## src/rtl/period_to_freq.sv

```systemverilog
// Converts an averaged period count (clk cycles) into a rounded frequency in Hz
// using a multi-cycle restoring divider: freq = floor((CLK_FREQ + floor(P/2)) / P).
module period_to_freq #(
  parameter int unsigned CLK_FREQ      = 200_000_000,
  parameter int unsigned COUNTER_WIDTH = 18,
  parameter int unsigned FREQ_WIDTH    = 28
) (
  input  logic                     clk,
  input  logic                     rst_n,
  input  logic [COUNTER_WIDTH-1:0] period,
  input  logic                     stable,
  output logic [FREQ_WIDTH-1:0]    freq,
  output logic                     freq_valid,
  output logic                     locked,
  output logic                     busy
);

  localparam int unsigned ITER_W = $clog2(FREQ_WIDTH + 1);
  localparam logic [FREQ_WIDTH-1:0] CLK_FREQ_W = FREQ_WIDTH'(CLK_FREQ);

  typedef enum logic [1:0] {
    IDLE = 2'd0,
    CALC = 2'd1,
    DONE = 2'd2
  } state_t;

  state_t state, state_next;

  logic [COUNTER_WIDTH-1:0] p_latch;
  logic [COUNTER_WIDTH-1:0] last_period;
  logic [COUNTER_WIDTH-1:0] half_period;
  logic [FREQ_WIDTH-1:0]    dividend;
  logic [FREQ_WIDTH-1:0]    quotient;
  logic [FREQ_WIDTH:0]      remainder;
  logic [FREQ_WIDTH:0]      trial;
  logic [FREQ_WIDTH:0]      divisor_ext;
  logic [ITER_W-1:0]        iter;
  logic                     take;
  logic                     start;

  assign half_period = period >> 1;
  assign start = stable && (period != '0) && (period != last_period);

  // One restoring-division step: shift the next dividend bit into the remainder
  // and subtract the divisor whenever it fits.
  assign divisor_ext = (FREQ_WIDTH+1)'(p_latch);
  assign trial       = (remainder << 1) | {{FREQ_WIDTH{1'b0}}, dividend[FREQ_WIDTH-1]};
  assign take        = (trial >= divisor_ext);

  assign busy = (state == CALC) || (state == DONE);

  always_ff @(posedge clk) begin
    if (!rst_n) begin
      state <= IDLE;
    end else begin
      state <= state_next;
    end
  end

  always_comb begin
    state_next = state;
    case (state)
      IDLE: begin
        if (start) begin
          state_next = CALC;
        end
      end
      CALC: begin
        if (!stable) begin
          state_next = IDLE;
        end else if (iter == ITER_W'(1)) begin
          state_next = DONE;
        end
      end
      DONE: begin
        state_next = IDLE;
      end
      default: begin
        state_next = IDLE;
      end
    endcase
  end

  // Datapath and output registers; losing stable clears the lock in every
  // state and takes priority over the DONE update of locked/last_period.
  always_ff @(posedge clk) begin
    if (!rst_n) begin
      p_latch     <= '0;
      last_period <= '0;
      dividend    <= '0;
      quotient    <= '0;
      remainder   <= '0;
      iter        <= '0;
      freq        <= '0;
      freq_valid  <= 1'b0;
      locked      <= 1'b0;
    end else begin
      freq_valid <= 1'b0;
      case (state)
        IDLE: begin
          if (start) begin
            p_latch   <= period;
            dividend  <= CLK_FREQ_W + FREQ_WIDTH'(half_period);
            quotient  <= '0;
            remainder <= '0;
            iter      <= ITER_W'(FREQ_WIDTH);
          end
        end
        CALC: begin
          if (stable) begin
            remainder <= take ? (trial - divisor_ext) : trial;
            quotient  <= {quotient[FREQ_WIDTH-2:0], take};
            dividend  <= dividend << 1;
            iter      <= iter - ITER_W'(1);
          end
        end
        DONE: begin
          freq        <= quotient;
          freq_valid  <= 1'b1;
          last_period <= p_latch;
          locked      <= 1'b1;
        end
        default: begin
        end
      endcase
      if (!stable) begin
        locked      <= 1'b0;
        last_period <= '0;
      end
    end
  end

endmodule

```

## config.mk

```make
export PLATFORM = sky130hd
export DESIGN_NAME = period_to_freq
export DESIGN_NICKNAME = d
export VERILOG_FILES = /design/src/rtl/period_to_freq.sv
export SDC_FILE = /design/constraint.sdc
export NUM_CORES = 1
export LEC_CHECK = 0
export CAP_MARGIN = 40
export CORE_UTILIZATION = 53
export DETAILED_ROUTE_END_ITERATION = 12
export PLACE_DENSITY = 0.73
export SYNTH_ARGS = -nofsm -noshare
export SYNTH_HDL_FRONTEND = slang
export SYNTH_SLANG_ARGS = --single-unit
```

## constraint.sdc

```tcl
create_clock -name clk -period 2.8 [get_ports clk]
set_clock_uncertainty 0.1 [all_clocks]
set_input_delay 0.42 -clock clk [delete_from_list [all_inputs] [get_ports clk]]
set_output_delay 0.42 -clock clk [all_outputs]
set_load 0.05 [all_outputs]
```

==> results of run 1 <==
-- flip-flops by register name (all words and copies together) (netlist names) --
register     count
freq_valid       1
p_latch         18
freq            28
locked           1
remainder       28
state            2
iter             5
last_period     18
quotient        28
dividend        28
-- cells by family (layout without fill, tap and decap cells) --
group	count (synthesis)	after routing
buffers and inverters	95	198
muxes	60	60
and+or+nand+nor	305	305
adders and majority gates	26	26
DFF	157	157
xor gates and xnor gates	48	48
AOI/OAI and AO/OA	197	197
-- per-layer routing --
metal | vias to the layer above | part of all wire [%] | GRT usage [%]
li1 | 3252 | - | -
met1 | 3020 | 48 | 33.6
met2 | 122 | 46 | 41.7
met3 | 20 | 4.3 | 6.77
met4 | 0 | 1.5 | 7.33
met5 | - | 0 | 0
-- how the worst max path moves through the flow --
stage | startpoint | to | slack, ns
floorplan | dividend[27] | remainder[22] | 0.19
global route | p_latch[12] | remainder[23] | -0.05
CTS | p_latch[4] | remainder[27] | 0.02
detailed placement | period[10] | remainder[24] | -0.17
global placement | period[6] | dividend[18] | -0.16
finish | p_latch[4] | remainder[27] | 0.10
-- Yosys cell counts, drive strengths merged (8+ instances only) --
master  instances
a211oi         13
a21oi          62
a22o           12
a22oi          38
a311oi          8
buf            26
clkbuf         31
dfxtp         157
ha             25
inv            37
mux2i          60
nand2          63
nand3          12
nand4           8
nor2          170
nor3           21
o21ai          29
xnor2          30
xor2           18
-- layout make-up --
| type | instances | area (µm²) |
|---|---|---|
| multi-input combinational | 636 | 4100 |
| tap | 180 | 225 |
| clock inverter | 11 | 111 |
| clock buffer | 20 | 437 |
| inverter | 38 | 144 |
| fill | 1137 | 4470 |
| timing repair buffer | 129 | 1200 |
| sequential | 157 | 3140 |
-- worst max-delay path: cells and delay by family, from the launching register on --
kind,cells,cell delay [ns]
AOI/OAI and AO/OA,7,1.44
DFF,1,0.33
and+or+nand+nor,1,0.33
adders and majority gates,1,0.25
buffers and inverters,1,0.09
xor gates and xnor gates,1,0.06
-- what timing repair did --
item                       in CTS  in global routing
setup endpoints to repair       2                 23
gates resized for setup         3                 21
pin swaps                       2                  9
setup buffers                   1                  1
-- power by group --
part           leakage [nW]  total, mW  internal (mW)  switching, mW
sequential             1.27       2.40           2.33         0.0670
combinational          2.04       1.70          0.759          0.942
clock                 0.262       2.17           1.23          0.944
total                  3.58       6.28           4.32           1.95
==> results_dict.tcl, run 1 <==
set metrics [dict create \
    dpl_cell_area_mm2 0.00868 \
    cts_tree "done" \
    synthFlopType "dfxtp_1" \
    dp.cells 1138 \
    tns_ns 0 \
    powerDensity_mw_per_mm2 670 \
    worstSkewPairLatency_ns 0.42 \
    grt_pass1_vias 6193 \
    hold_path_end "quotient[27]" \
    fin_area_mm2 0.00936 \
    slew_headroom_pct 48.5 \
    yosysWarnings 0 \
    rrSetupSlack_ns 0.10 \
    slowest_delay_ns 0.34 \
    portBuffers 51 \
    syn_inst 888 \
    grt_pass1_wl_um 29800 \
    synth.area.top_cells "dfxtp_1 (42%), nor2_1 (8.5%), mux2i_1 (8.0%), ha_1 (4.2%), a21oi_1 (4.0%)" \
    yosys-mux-area-fraction_pct 8.00 \
    hpwl_um 12000 \
    die_area_mm2 0.0146 \
    min-delay-path-class "reg2reg" \
    path_cells "inv_1 -> ha_4 -> a21oi_2 -> o22ai_1 -> a211oi_2 -> a311oi_2 -> a221oi_2 -> o22ai_2 -> and4bb_2 -> xor2_1 -> a22o_1" \
    worstPathRequired_ns 3.02 \
    cts_root_buffer "clkbuf_16" \
    vias 6414 \
    cts_sinks 157 \
    yosysSeqAreaShare_pct 41.9 \
    synthArstFlopShare_pct 0 \
    viasPerCell 5.48 \
    final_core_util_pct 67.7 \
    maxCapViolations 0 \
    synth_top_family_by_area "compound AO/OA/AOI/OAI gates" \
    cts.path.max_buffers 2 \
    synth_edf_count 0 \
    ant_nets 0 \
    drtIter0Drc 459 \
    final_cell_mix "nor2_1 (167), dfxtp_1 (157), buf_4 (70), nand2_1 (62), mux2i_1 (60)" \
    cp-start-kind "flip-flop" \
    overflow 0 \
    synth_fa_ha_area_share_pct 4.43 \
    synthSimpleGateAreaFrac_pct 17.4 \
    dp_slack_ns -0.167 \
    endpoint_kind "flip-flop" \
    antenna_found_initial 0 \
    instances_no_fill 1171 \
    synth_xor_area_share_pct 5.60 \
    nets 1026 \
    fp.dieH_um 121 \
    routabilityCongestion 0.881 \
    hold_depth 2 \
    core_mm2 0.0138 \
    die_w_um 121 \
    cp_max_fo 3 \
    ff2ff_path_depth 11 \
    peakVddDrop_uv 483 \
    drt_pass1_iterations 5 \
    syn_area_mm2 0.00751 \
    finalHoldViolations 0 \
    synth-compound-area-share_pct 17.5 \
    p_leak_nw 3.58 \
    drt-total-wl_um 17700 \
    rows 43 \
    antenna_cells 0 \
    drive_gt1_share_pct 13.8 \
    cts_buffers 17 \
    crit_type "reg2reg" \
    clk_pin_slew_ns 0.06 \
    htreeDepth 4 \
    fin_ws_ns 0.104 \
    worstMarginPinSlew_ns 0.767 \
    ys_ff_latch 157 \
    r2r_start "p_latch[4]" \
    drc 0 \
    r2r_end "remainder[27]" \
    initial_core_util_pct 54.3 \
    critPathSlowestCell "a221oi_2" \
    finalSetupViolCount 0 \
    synth_top_area_cell "dfxtp_1" \
    hold_path.startpoint "quotient[27]" \
    min_period_ns 2.70 \
    layout_commonest_cell "nor2_1" \
    ctsHoldBuffers 0 \
    wl_per_cell_um 15.1 \
    finalMaxSlewViolations 0 \
    whs_ns 0.357 \
    outcome "completed" \
    grt_start_max_net_pins 123 \
    grt_usage_pct 25.7 \
    syn_nets 935 \
    totalPowerFinal_mw 6.28 \
    synth_cell_types 58 \
    postSynthAreaPerCell_um2 8.46 \
    io_pins 52 \
    cp.arrival_ns 2.92 \
    max_freq_mhz 371 \
    synth_top_area_share_pct 41.9 \
    finalCritPeriodShare_pct 96.3 \
    syn_to_final_growth_pct 24.7 \
]
(Power assumes the default switching activity.)
==> inputs of run 2 (changes only) <==
--- a/config.mk
+++ b/config.mk
@@ -9,6 +9,7 @@
 export CORE_UTILIZATION = 53
 export DETAILED_ROUTE_END_ITERATION = 12
 export PLACE_DENSITY = 0.73
+export SLEW_MARGIN = 20
 export SYNTH_ARGS = -nofsm -noshare
 export SYNTH_HDL_FRONTEND = slang
 export SYNTH_SLANG_ARGS = --single-unit
==> results of run 2 <==
Same layout as run 1: the final DEF is identical, and so are final timing and power.
==> inputs of run 3 (changes only) <==
--- a/config.mk
+++ b/config.mk
@@ -9,7 +9,7 @@
 export CORE_UTILIZATION = 53
 export DETAILED_ROUTE_END_ITERATION = 12
 export PLACE_DENSITY = 0.73
-export SLEW_MARGIN = 20
+export SLEW_MARGIN = 0
 export SYNTH_ARGS = -nofsm -noshare
 export SYNTH_HDL_FRONTEND = slang
 export SYNTH_SLANG_ARGS = --single-unit
==> results of run 3 <==
Same layout as run 1: the final DEF is identical, and so are final timing and power.
